==> config.mk <==
export PLATFORM = sky130hd
export DESIGN_NAME = trace_pair_emitter
export DESIGN_NICKNAME = d
export VERILOG_FILES = /design/src/rtl/trace_pair_emitter.sv
export SDC_FILE = /design/constraint.sdc
export NUM_CORES = 2
export LEC_CHECK = 0
export CORE_AREA = 3 3 323 325
export CTS_CLUSTER_SIZE = 25
export DETAILED_ROUTE_END_ITERATION = 10
export DIE_AREA = 0 0 326 328
export PLACE_DENSITY_LB_ADDON = 0.1
export SETUP_SLACK_MARGIN = 0.15
export SYNTH_ARGS = -nofsm -noshare
export SYNTH_HDL_FRONTEND = slang
export SYNTH_SLANG_ARGS = --single-unit
==> constraint.sdc <==
create_clock -name clock -period 2.8 [get_ports clock]
set_clock_uncertainty 0.1 [all_clocks]
set_input_delay 0.56 -clock clock [delete_from_list [all_inputs] [get_ports clock]]
set_output_delay 0.56 -clock clock [all_outputs]
set_load 0.02 [all_outputs]
==> src/rtl/trace_pair_emitter.sv <==
// trace_pair_emitter
//   Pairs consecutive retired-instruction records onto a two-lane trace port.
//   A non-trap record is held until a partner arrives. It is emitted alone
//   instead when flush is seen, when TIMEOUT idle cycles pass, or, for a trap
//   record arriving while nothing is held, immediately.
//
//   state   | meaning
//   --------+--------------------------------------------------------------
//   S_EMPTY | hold register empty; next non-trap record is captured
//   S_HELD  | one record held, waiting for a partner, flush or timeout
//
// Ports
//   clock, reset          : single clock, synchronous active-high reset
//   in_valid / in_ready   : record handshake; in_ready = !out_stall
//   in_*                  : record fields (iaddr, insn, exception, interrupt,
//                           cause, has_wdata, wdata, priv)
//   out_stall             : consumer throttle; freezes the emitter
//   flush                 : forces a held record out alone
//   cycle                 : cycle-counter value at the emitting edge
//   hartid                : constant HARTID
//   trace_0_* / trace_1_* : registered output lanes (lane 0 = older record)
module trace_pair_emitter #(
  parameter logic [63:0] HARTID  = 64'd0,
  parameter int unsigned TIMEOUT = 8
) (
  input  logic        clock,
  input  logic        reset,
  input  logic        in_valid,
  output logic        in_ready,
  input  logic [63:0] in_iaddr,
  input  logic [31:0] in_insn,
  input  logic        in_exception,
  input  logic        in_interrupt,
  input  logic [63:0] in_cause,
  input  logic        in_has_wdata,
  input  logic [63:0] in_wdata,
  input  logic [2:0]  in_priv,
  input  logic        out_stall,
  input  logic        flush,
  output logic [63:0] cycle,
  output logic [63:0] hartid,
  output logic        trace_0_valid,
  output logic [63:0] trace_0_iaddr,
  output logic [31:0] trace_0_insn,
  output logic        trace_0_exception,
  output logic        trace_0_interrupt,
  output logic [63:0] trace_0_cause,
  output logic        trace_0_has_wdata,
  output logic [63:0] trace_0_wdata,
  output logic [2:0]  trace_0_priv,
  output logic        trace_1_valid,
  output logic [63:0] trace_1_iaddr,
  output logic [31:0] trace_1_insn,
  output logic        trace_1_exception,
  output logic        trace_1_interrupt,
  output logic [63:0] trace_1_cause,
  output logic        trace_1_has_wdata,
  output logic [63:0] trace_1_wdata,
  output logic [2:0]  trace_1_priv
);

  localparam int unsigned WAIT_W = $clog2(TIMEOUT + 1);
  localparam logic [WAIT_W-1:0] WAIT_LAST = WAIT_W'(TIMEOUT - 1);

  typedef enum logic {S_EMPTY, S_HELD} state_t;

  typedef struct packed {
    logic [63:0] iaddr;
    logic [31:0] insn;
    logic        exception;
    logic        interrupt;
    logic [63:0] cause;
    logic        has_wdata;
    logic [63:0] wdata;
    logic [2:0]  priv;
  } rec_t;

  rec_t in_rec;
  logic accept;
  logic is_trap;

  state_t            state_q, state_d;
  logic [WAIT_W-1:0] wait_q, wait_d;
  rec_t              hold_q, hold_d;
  logic [63:0]       cnt_q, cnt_d;
  logic [63:0]       cycle_q, cycle_d;
  logic              v0_q, v0_d;
  logic              v1_q, v1_d;
  rec_t              lane0_q, lane0_d;
  rec_t              lane1_q, lane1_d;

  assign in_rec = '{iaddr: in_iaddr, insn: in_insn, exception: in_exception,
                    interrupt: in_interrupt, cause: in_cause,
                    has_wdata: in_has_wdata, wdata: in_wdata, priv: in_priv};

  assign in_ready = !out_stall;
  assign accept   = in_valid && !out_stall;
  assign is_trap  = in_exception || in_interrupt;

  always_comb begin
    state_d = state_q;
    wait_d  = wait_q;
    hold_d  = hold_q;
    cnt_d   = cnt_q + 64'd1;
    cycle_d = cnt_q;
    v0_d    = 1'b0;
    v1_d    = 1'b0;
    // Invalid lanes keep their old contents to avoid needless toggling.
    lane0_d = lane0_q;
    lane1_d = lane1_q;

    if (!out_stall) begin
      case (state_q)
        S_EMPTY: begin
          if (accept) begin
            if (is_trap) begin
              v0_d    = 1'b1;
              lane0_d = in_rec;
            end else begin
              hold_d  = in_rec;
              wait_d  = '0;
              state_d = S_HELD;
            end
          end
        end
        S_HELD: begin
          if (accept) begin
            v0_d    = 1'b1;
            lane0_d = hold_q;
            v1_d    = 1'b1;
            lane1_d = in_rec;
            state_d = S_EMPTY;
          end else if (flush || (wait_q == WAIT_LAST)) begin
            v0_d    = 1'b1;
            lane0_d = hold_q;
            state_d = S_EMPTY;
          end else begin
            wait_d = wait_q + WAIT_W'(1);
          end
        end
        default: state_d = S_EMPTY;
      endcase
    end
  end

  always_ff @(posedge clock) begin
    if (reset) begin
      state_q <= S_EMPTY;
      wait_q  <= '0;
      hold_q  <= '0;
      cnt_q   <= '0;
      cycle_q <= '0;
      v0_q    <= 1'b0;
      v1_q    <= 1'b0;
      lane0_q <= '0;
      lane1_q <= '0;
    end else begin
      state_q <= state_d;
      wait_q  <= wait_d;
      hold_q  <= hold_d;
      cnt_q   <= cnt_d;
      cycle_q <= cycle_d;
      v0_q    <= v0_d;
      v1_q    <= v1_d;
      lane0_q <= lane0_d;
      lane1_q <= lane1_d;
    end
  end

  assign cycle  = cycle_q;
  assign hartid = HARTID;

  assign trace_0_valid     = v0_q;
  assign trace_0_iaddr     = lane0_q.iaddr;
  assign trace_0_insn      = lane0_q.insn;
  assign trace_0_exception = lane0_q.exception;
  assign trace_0_interrupt = lane0_q.interrupt;
  assign trace_0_cause     = lane0_q.cause;
  assign trace_0_has_wdata = lane0_q.has_wdata;
  assign trace_0_wdata     = lane0_q.wdata;
  assign trace_0_priv      = lane0_q.priv;

  assign trace_1_valid     = v1_q;
  assign trace_1_iaddr     = lane1_q.iaddr;
  assign trace_1_insn      = lane1_q.insn;
  assign trace_1_exception = lane1_q.exception;
  assign trace_1_interrupt = lane1_q.interrupt;
  assign trace_1_cause     = lane1_q.cause;
  assign trace_1_has_wdata = lane1_q.has_wdata;
  assign trace_1_wdata     = lane1_q.wdata;
  assign trace_1_priv      = lane1_q.priv;

endmodule
==> out/summary.txt <==
total die area = 106900 um^2
shortest period the worst path allows = 2.421 ns
clock buffer depth = 3
number of clock sinks = 825
post-cts resize count = 0
Num CTS Buffers = 95
area growth from synthesis to layout = 40.32%
synthesized area per cell = 8.572 um^2
count of endpoints failing hold in the final timing report = 0
Setup Crit Path Kind = reg2out
sequential cell area fraction in the yosys report = 0.5327
clock transition at the registers of the reported paths = 0.06 ns
final RePlAce weighted congestion = 0.7882
category of the worst setup path capture point = output port
vias in the first global route = 25033
max-cap viol count = 0
required time at the worst-slack endpoint = 2.14 ns
cell types occupying the most area after synthesis = sky130_fd_sc_hd__dfxtp_1 (53%), sky130_fd_sc_hd__nand2_1 (11%), sky130_fd_sc_hd__a21oi_1 (7.7%)
total power per unit cell area = 631.7 nW/um^2
initial standard-cell utilization of the core = 0.3047
post-synthesis instance area = 31000 um^2
overflow left after global routing = 0
maximum ir drop on the vdd rail = 0.0004848 V
number of design-rule violations left by the first detailed-router iteration = 1317
most common cell after layout, fill and taps aside = sky130_fd_sc_hd__nand2_1
part of the cycle the worst path needs = 0.8645
slowest CP cell = sky130_fd_sc_hd__clkdlybuf4s50_1
wire length of the first global-routing pass = 163.3 mm
count of state elements after synthesis = 825
die span in y = 328 um
fraction of final layout cells sized beyond drive strength 1 = 0.06012
proportion of synthesized flip-flops having asynchronous set or reset = 0
fill cell total of the finished layout = 10170
slew margin rel. = 0.5752
number of primary I/O pins = 826
CTS tree = built
count of standard-cell rows = 117
iteration count of the initial detailed-routing pass = 5
Routed WL per cell = 19.22 um
die span in x = 326 um
Synth Warn # = 0
hold buffers post-CTS = 0
Synth top area share = 0.5327
pin count of the biggest net entering global routing = 95
highest attainable clock frequency = 413.1 MHz
Antenna Nets Post-Route = 0
buffers inserted by post-CTS timing repair = 0
launching element type of the critical path = flop
insertion delay of the later-clocked pin in the worst-skew pair = 0.66 ns
cell type with the largest total area after synthesis = sky130_fd_sc_hd__dfxtp_1
final-report setup violation count = 0
highest-count cells in the layout ignoring fill and taps = sky130_fd_sc_hd__nand2_1 (939), sky130_fd_sc_hd__dfxtp_1 (824), sky130_fd_sc_hd__clkdlybuf4s50_1 (759)
prevailing post-synth register cell = sky130_fd_sc_hd__dfxtp_1
type of the most critical hold path = in2reg
RSZ-0062 raised after global routing = no
number of remaining DRC errors = 0
number of distinct library cells after synthesis = 45
count of buffering cells on the critical path with inverters included = 1
transition at the pin with the smallest max-transition slack = 0.6283 ns
total vias in the final route = 26660
outcome = complete, no violations
Worst EP arrival = 1.76 ns
critical path peak fanout = 2
Max H-tree Level = 3
Total Neg Setup Slack = 0 ns
biggest cell delay along the critical path = 0.65 ns
Post-synth EDFFs = 0
Detailed Place HPWL = 78.54 mm
core area = 101700 um^2
category of cells accounting for the largest share of critical-path delay = buffers and inverters
total global routing track utilization = 0.1963
drt via density = 4.650
antenna violations before repair = 9
clock tree root driver cell = sky130_fd_sc_hd__clkbuf_16
leakage power total = 0.01445 uW
critical path, cell by cell = clkdlybuf4s50_1
instance count of the mapped netlist = 3617
count of nets after finishing = 4520
count of buffers from port buffering = 761
post-route core utilization = 0.4276
final slew viol count = 0
aggregate routed wire length = 110.2 mm
==> cell families after synthesis <==
| logic type | count (synthesis) | synth area share |
|---|---|---|
| buf+inv | 352 | 0.05048 |
| simple gates | 1426 | 0.1899 |
| flops | 825 | 0.5327 |
| compound gates | 735 | 0.1381 |
| mux | 238 | 0.07716 |
| other cells | 1 | 0.0001209 |
| xor+xnor | 38 | 0.01073 |
| fa+ha+maj | 2 | 0.0008070 |
==> per-layer routing <==
metal / part of all wire / global-route usage
met4: 0.030 / 0.07060
met3: 0.065 / 0.05516
met1: 0.42 / 0.2379
met5: 0.00012 / 0
met2: 0.49 / 0.3321
==> path summary, 6_finish.rpt <==
check             slack [ns]           endpoint  cells past startpoint               from
setup reg to reg        0.41          cnt_q[61]                      5          cnt_q[46]
hold / removal          0.19          cycle[47]                      2              reset
hold reg to reg         0.35   trace_1_insn[30]                      2   trace_1_insn[30]
setup / recovery        0.38  trace_1_iaddr[37]                      1  trace_1_iaddr[37]
==> power breakdown <==
group	leakage, uW	internal (uW)	switching [uW]	total, uW
registers	0.00670	12100	171	12200
logic	0.00619	1140	1560	2700
clock network	0.00157	7440	5100	12500
==> Yosys cell counts (15+ instances only) <==
| cell | n |
|---|---|
| sky130_fd_sc_hd__a211oi_1 | 230 |
| sky130_fd_sc_hd__a21oi_1 | 479 |
| sky130_fd_sc_hd__and4_1 | 15 |
| sky130_fd_sc_hd__buf_4 | 64 |
| sky130_fd_sc_hd__clkbuf_1 | 263 |
| sky130_fd_sc_hd__dfxtp_1 | 825 |
| sky130_fd_sc_hd__mux2i_1 | 230 |
| sky130_fd_sc_hd__nand2_1 | 939 |
| sky130_fd_sc_hd__nand3_1 | 27 |
| sky130_fd_sc_hd__nand4_1 | 19 |
| sky130_fd_sc_hd__nor2_1 | 294 |
| sky130_fd_sc_hd__nor2b_1 | 63 |
| sky130_fd_sc_hd__o21ai_0 | 17 |
| sky130_fd_sc_hd__xnor2_1 | 22 |
| sky130_fd_sc_hd__xor2_1 | 16 |
==> flip-flops by register name, indices dropped and copies added (netlist names), 3 cells and up <==
register,flops
cnt_q,64
cycle,64
hold_q,230
trace_0_cause,64
trace_0_iaddr,64
trace_0_insn,32
trace_0_priv,3
trace_0_wdata,64
trace_1_cause,64
trace_1_iaddr,64
trace_1_insn,32
trace_1_priv,3
trace_1_wdata,64
wait_q,4
==> layout make-up <==
| cell class | instances | area [um^2] | area share |
|---|---|---|---|
| Antenna cell | 7 | 17.52 | 0.0004026 |
| Clock buffer | 139 | 2783 | 0.06396 |
| Clock inverter | 33 | 376.6 | 0.008657 |
| Inverter | 9 | 33.78 | 0.0007765 |
| Multi-Input combinational cell | 2503 | 13200 | 0.3033 |
| Sequential cell | 825 | 16520 | 0.3797 |
| Tap cell | 1368 | 1712 | 0.03934 |
| Timing Repair Buffer | 849 | 8869 | 0.2038 |
==> stage by stage <==
| step | total power [uW] | hold slack [ns] | setup slack, ns | area, um^2 | cells |
|---|---|---|---|---|---|
| 2_1_floorplan | 13790 | 0.3257 | 0.5679 | 31240 | 3680 |
| 3_3_place_gp | 15230 | 0.3407 | 0.2038 | 40330 | 5554 |
| 3_5_place_dp | 15240 | 0.3453 | 0.1869 | 40330 | 5554 |
| 4_1_cts | 27950 | 0.1323 | 0.2937 | 43490 | 5726 |
| 5_1_grt | 28580 | 0.1498 | 0.2353 | 43500 | 5732 |
| 6_report | 27480 | 0.1921 | 0.3795 | 43510 | 5733 |
No activity file was read; power rests on OpenSTA's default activity.
